[src/rtl/srm_pkg.sv]
// srm_pkg: encodings shared by the Simple RISC Machine decoder, controller and
// datapath.
//   state_t      controller state encoding (also exported for debug)
//   NSEL_*       one-hot register select driven into the decoder
//   VSEL_*       register-file writeback source select
//   OPC_*/OP_*   instruction opcode [15:13] and op [12:11] fields
package srm_pkg;

   typedef enum logic [2:0] {
      S_WAIT      = 3'd0,
      S_DECODE    = 3'd1,
      S_WRITE_IMM = 3'd2,
      S_GET_A     = 3'd3,
      S_GET_B     = 3'd4,
      S_COMPUTE   = 3'd5,
      S_COMPARE   = 3'd6,
      S_WRITE_REG = 3'd7
   } state_t;

   // One-hot register select, as decoded by the instruction decoder.
   localparam logic [2:0] NSEL_NONE = 3'b000;
   localparam logic [2:0] NSEL_RN   = 3'b100;
   localparam logic [2:0] NSEL_RD   = 3'b010;
   localparam logic [2:0] NSEL_RM   = 3'b001;

   localparam logic [1:0] VSEL_C     = 2'b00;
   localparam logic [1:0] VSEL_PC    = 2'b01;
   localparam logic [1:0] VSEL_IMM   = 2'b10;
   localparam logic [1:0] VSEL_MDATA = 2'b11;

   localparam logic [2:0] OPC_MOV = 3'b110;
   localparam logic [2:0] OPC_ALU = 3'b101;

   // op field meaning depends on the opcode class.
   localparam logic [1:0] OP_MOV_REG = 2'b00;
   localparam logic [1:0] OP_MOV_IMM = 2'b10;
   localparam logic [1:0] OP_ADD     = 2'b00;
   localparam logic [1:0] OP_CMP     = 2'b01;
   localparam logic [1:0] OP_AND     = 2'b10;
   localparam logic [1:0] OP_MVN     = 2'b11;

   // Joins the two decoder fields into the 5-bit instruction class.
   function automatic logic [4:0] instr_class(input logic [2:0] opc, input logic [1:0] o);
      return {opc, o};
   endfunction

endpackage

[src/rtl/fsm_controller.sv]
// fsm_controller: multi-cycle control FSM for the Simple RISC Machine
// datapath. Sequences one instruction at a time from the latched
// {opcode, op} and drives the decoder register select plus datapath controls.
// Ports:
//   clk, reset_n          clock, asynchronous active-low reset
//   s                     start request (only looked at in WAIT)
//   opcode[2:0], op[1:0]  instruction fields from the decoder
//   w                     idle / ready for the next instruction
//   nsel[2:0]             one-hot register select back to the decoder
//   vsel[1:0]             writeback source select
//   write                 register-file write enable
//   loada/loadb/loadc/loads  datapath register loads
//   asel, bsel            ALU operand muxes (1 = zero / sximm5)
//   illegal               sticky unsupported-instruction flag
//   state_dbg             current FSM state
//
// Handshake: w is the ready signal and s the request. An instruction is
// accepted on any rising edge where w=1 and s=1; s is ignored at every other
// edge, and holding s high starts the next instruction on the first WAIT
// cycle.
module fsm_controller
   import srm_pkg::*;
(
   input  logic       clk,
   input  logic       reset_n,
   input  logic       s,
   input  logic [2:0] opcode,
   input  logic [1:0] op,
   output logic       w,
   output logic [2:0] nsel,
   output logic [1:0] vsel,
   output logic       write,
   output logic       loada,
   output logic       loadb,
   output logic       loadc,
   output logic       loads,
   output logic       asel,
   output logic       bsel,
   output logic       illegal,
   output state_t     state_dbg
);

   state_t     state;
   state_t     next_state;
   logic [4:0] instr;
   logic       decode_bad;

   assign state_dbg = state;

   always_ff @(posedge clk or negedge reset_n) begin
      if (!reset_n) begin
         state   <= S_WAIT;
         instr   <= 5'd0;
         illegal <= 1'b0;
      end else begin
         state <= next_state;
         if (state == S_WAIT && s) begin
            // Capture the instruction once; the decoder may move on meanwhile.
            instr   <= instr_class(opcode, op);
            illegal <= 1'b0;
         end else if (decode_bad) begin
            illegal <= 1'b1;
         end
      end
   end

   always_comb begin
      next_state = state;
      decode_bad = 1'b0;
      w          = 1'b0;
      nsel       = NSEL_NONE;
      vsel       = VSEL_C;
      write      = 1'b0;
      loada      = 1'b0;
      loadb      = 1'b0;
      loadc      = 1'b0;
      loads      = 1'b0;
      asel       = 1'b0;
      bsel       = 1'b0;
      case (state)
         S_WAIT: begin
            w = 1'b1;
            if (s) next_state = S_DECODE;
         end
         S_DECODE: begin
            case (instr)
               {OPC_MOV, OP_MOV_IMM}: next_state = S_WRITE_IMM;
               {OPC_MOV, OP_MOV_REG}: next_state = S_GET_B;
               {OPC_ALU, OP_MVN}:     next_state = S_GET_B;
               {OPC_ALU, OP_ADD}:     next_state = S_GET_A;
               {OPC_ALU, OP_AND}:     next_state = S_GET_A;
               {OPC_ALU, OP_CMP}:     next_state = S_GET_A;
               default: begin
                  next_state = S_WAIT;
                  decode_bad = 1'b1;
               end
            endcase
         end
         S_WRITE_IMM: begin
            nsel       = NSEL_RN;
            vsel       = VSEL_IMM;
            write      = 1'b1;
            next_state = S_WAIT;
         end
         S_GET_A: begin
            nsel       = NSEL_RN;
            loada      = 1'b1;
            next_state = S_GET_B;
         end
         S_GET_B: begin
            nsel  = NSEL_RM;
            loadb = 1'b1;
            // CMP is the only instruction that reads B and stores flags.
            next_state = (instr == {OPC_ALU, OP_CMP}) ? S_COMPARE : S_COMPUTE;
         end
         S_COMPUTE: begin
            loadc      = 1'b1;
            // MOV Rd,Rm runs Rm through the ALU as 0 + Rm.
            asel       = (instr == {OPC_MOV, OP_MOV_REG});
            next_state = S_WRITE_REG;
         end
         S_COMPARE: begin
            loads      = 1'b1;
            next_state = S_WAIT;
         end
         S_WRITE_REG: begin
            nsel       = NSEL_RD;
            vsel       = VSEL_C;
            write      = 1'b1;
            next_state = S_WAIT;
         end
         default: next_state = S_WAIT;
      endcase
   end

endmodule

[config.mk]
export PLATFORM = sky130hd
export DESIGN_NAME = fsm_controller
export DESIGN_NICKNAME = d
export VERILOG_FILES = /design/src/rtl/srm_pkg.sv /design/src/rtl/fsm_controller.sv
export SDC_FILE = /design/constraint.sdc
export NUM_CORES = 1
export LEC_CHECK = 0
export BUFFER_PORTS_ARGS = -buffer_cell sky130_fd_sc_hd__buf_2
export CORE_AREA = 3 3 40 42
export DETAILED_ROUTE_END_ITERATION = 12
export DIE_AREA = 0 0 43 45
export PLACE_DENSITY = 0.81
export SYNTH_ARGS = -nofsm -noshare
export SYNTH_HDL_FRONTEND = slang
export SYNTH_SLANG_ARGS = --single-unit
[constraint.sdc]
create_clock -name clk -period 2.76 [get_ports clk]
set_input_delay 0.414 -clock clk [delete_from_list [all_inputs] [get_ports clk]]
set_output_delay 0.414 -clock clk [all_outputs]
set_load 0.01 [all_outputs]
==> results.py <==
metrics = {
    "die": {
        "ios": 25,
        "die_h_um": 45,
        "dieWidth_um": 43,
        "initial_core_util": 0.469,
        "core_area_um2": 1280,
        "std_cell_rows": 13,
        "dieArea_um2": 1940,
    },
    "worst_setup_path": {
        "startpoint_type": "flip-flop",
        "path_delay_family": "simple AND/OR/NAND/NOR gates",
        "path_cells": "nand4bb_1 -> nor4bb_1 -> buf_2",
        "crit_fanout": 8,
        "critPathMaxStageDelay_ns": 0.45,
        "arrival_ns": 1.39,
        "crit_buf_inv": 1,
        "critPathSlowestCell": "dfrtp_1",
        "path_class": "flip-flop to primary output",
        "required_ns": 2.35,
        "setup.worst_path.end_class": "primary output",
    },
    "timing": {
        "slew_viol_final": 0,
        "fmax_ghz": 0.554,
        "clock_skew_ns": 0.00119,
        "rsz0062_at_grt": "false",
        "finalCritPeriodShare": 0.654,
        "final-setup-viol-count": 0,
        "hold_ws_ns": 0.383,
        "hold_viol": 0,
        "finalCriticalPeriod_ns": 1.81,
        "setup_tns_ns": 0,
    },
    "synthesis": {
        "synth.area.top_cells": "dfrtp_1 (37%), mux2_4 (12%), nor3b_1 (3.7%), and4b_1 (3.3%), a311oi_1 (2.9%)",
        "ys_types": 31,
        "async_reset_ff_frac": 1.00,
        "avgSynthCellArea_um2": 10.2,
        "synthDominantCellAreaShare": 0.373,
        "ys_seq_area_frac": 0.373,
        "synth_edf_count": 0,
        "synth.ff_latch_count": 9,
        "synthCells": 59,
        "synth_warnings": 0,
        "yosysTopAreaCell": "dfrtp_1",
        "synth_ff_type": "dfrtp_1",
        "syn_area_um2": 603,
    },
    "power": {
        "p_int_uw": 454,
        "p_seq_frac": 0.421,
        "switching_share": 0.407,
        "power_density_nw_per_um2": 1040,
        "leakagePower_nw": 0.369,
        "clockPowerShare": 0.135,
        "switchingPower_uw": 311,
        "vdd_drop_max_uv": 452,
        "combPwrFrac": 0.444,
    },
    "routing": {
        "dr.pass1.iters": 3,
        "wl_met3_um": 92,
        "drt_iter0_markers": 4,
        "wirelength_met1_um": 550,
        "routed-via-count": 508,
        "drcViolationCount": 0,
        "routed_wl_mm": 1.22,
        "viasPerCell": 5.29,
        "route.met2.wl_um": 576,
        "ant_nets": 0,
        "wl_per_cell_um": 12.7,
        "top_layer_used": "met3",
    },
    "global_routing": {
        "grt_use_total": 0.148,
        "antenna_found_initial": 0,
        "grt_max_degree": 18,
        "grt.overflow.total": 0,
        "grt_pass1_wl_mm": 2.11,
        "grt_pass1_vias": 481,
    },
    "finish": {
        "fillers": 120,
        "drive_above_1_share": 0.395,
        "fin_nets": 90,
        "ff_latch_area_um2": 225,
        "syn2layout_area_growth_pct": 21.4,
        "n_antenna_cell": 0,
        "multi_input_area_um2": 338,
        "fin_cells": 96,
    },
    "clock_network": {
        "cts-root-buf": "clkbuf_4",
        "cts_buffer_depth": 2,
        "clkTransAtPathRegs_ns": 0.06,
        "cts_buffers": 3,
        "clk_latency_ns": 0.26,
        "cts_tree": "done",
        "cts_sinks": 9,
        "ctsResizeCount": 0,
        "htree_levels": 1,
    },
    "min_path": {
        "min_path_type": "input pin to flip-flop",
    },
    "flow_run": {
        "drv_cap": 0,
    },
    "placed_design": {
        "place_congestion": 0.782,
        "placed_cells": 91,
        "io_buffers": 22,
        "hpwl_um": 901,
    },
    "status": {
        "status": "finished clean",
    },
}
[cells in the mapped netlist (2+ instances only)]
cell type	count
o21ai_0	2
nor3b_1	3
and2b_1	2
nor3_1	3
and4b_1	2
nor2b_1	2
nor2_1	3
a31oi_1	2
mux2_4	5
buf_4	2
a311oi_1	2
buf_2	2
and2_1	2
dfrtp_1	9
nand2_1	2
[cell families after synthesis]
family | after synthesis | synth area share
AO/OA/AOI/OAI | 7 | 0.0747
XOR/XNOR | 1 | 0.0145
other | 1 | 0.00622
multiplexers | 5 | 0.124
buffers and inverters | 7 | 0.0726
AND/OR/NAND/NOR | 29 | 0.334
flip-flops | 9 | 0.373
[metrics by stage]
step	power [mW]	instance area, um2	setup slack [ns]	utilization
global route	0.827	732	0.848	0.570
floorplan	0.572	607	1.20	-
finish	0.765	732	0.954	0.570
detailed placement	0.662	696	1.23	0.541
CTS	0.770	732	0.933	0.570
global placement	0.653	696	1.24	0.541
[routing by layer]
metal / track usage / up-vias
met3: 0.0478 / 0
li1: - / 255
met1: 0.170 / 236
met4: 0.0723 / 0
met5: 0 / -
met2: 0.249 / 17
[sequential cells by signal, indices dropped and copies added (netlist names)]
signal	flops
instr	5
state_dbg	3
illegal	1
[power by group through the flow]
stage / clock [mW] / combinational (mW) / sequential [mW]
2_1_floorplan: 0 / 0.296 / 0.276
3_3_place_gp: 0 / 0.338 / 0.316
3_5_place_dp: 0 / 0.342 / 0.319
4_1_cts: 0.106 / 0.345 / 0.319
5_1_grt: 0.114 / 0.371 / 0.343
6_report: 0.103 / 0.340 / 0.322
[cell type report]
| class | count | share of cell area |
|---|---|---|
| clock buffer | 4 | 0.0359 |
| sequential | 9 | 0.308 |
| timing repair buffer | 23 | 0.164 |
| inverter | 1 | 0.00513 |
| tap | 15 | 0.0256 |
| multi-input combinational | 44 | 0.462 |
[cell usage in the layout, fill, tap and decap left out, types with 3 or more instances in the layout]
| master | n |
|---|---|
| buf_2 | 22 |
| dfrtp_1 | 9 |
| mux2_4 | 5 |
| nor3_1 | 3 |
| nor3b_1 | 3 |
| nor2_1 | 3 |
| clkbuf_4 | 3 |
[repair_timing]
action	in CTS	in global routing
endpoints found under the setup margin	0	0
setup buffers	0	0
hold buffers	1	0
hold endpoints to repair	9	0
[path summary, 6_finish.rpt]
check | from | endpoint | slack [ns] | cells after the start
setup / recovery | instr[2] | asel | 0.95 | 3
hold / removal | op[1] | instr[1] | 0.38 | 2
setup reg to reg | state_dbg[1] | instr[2] | 1.31 | 3
hold reg to reg | illegal | illegal | 0.52 | 2
max in group asynchronous | reset_n | instr[3] | 2.05 | 2
min in group asynchronous | reset_n | state_dbg[2] | 0.53 | 2
(Power assumes the default switching activity.)
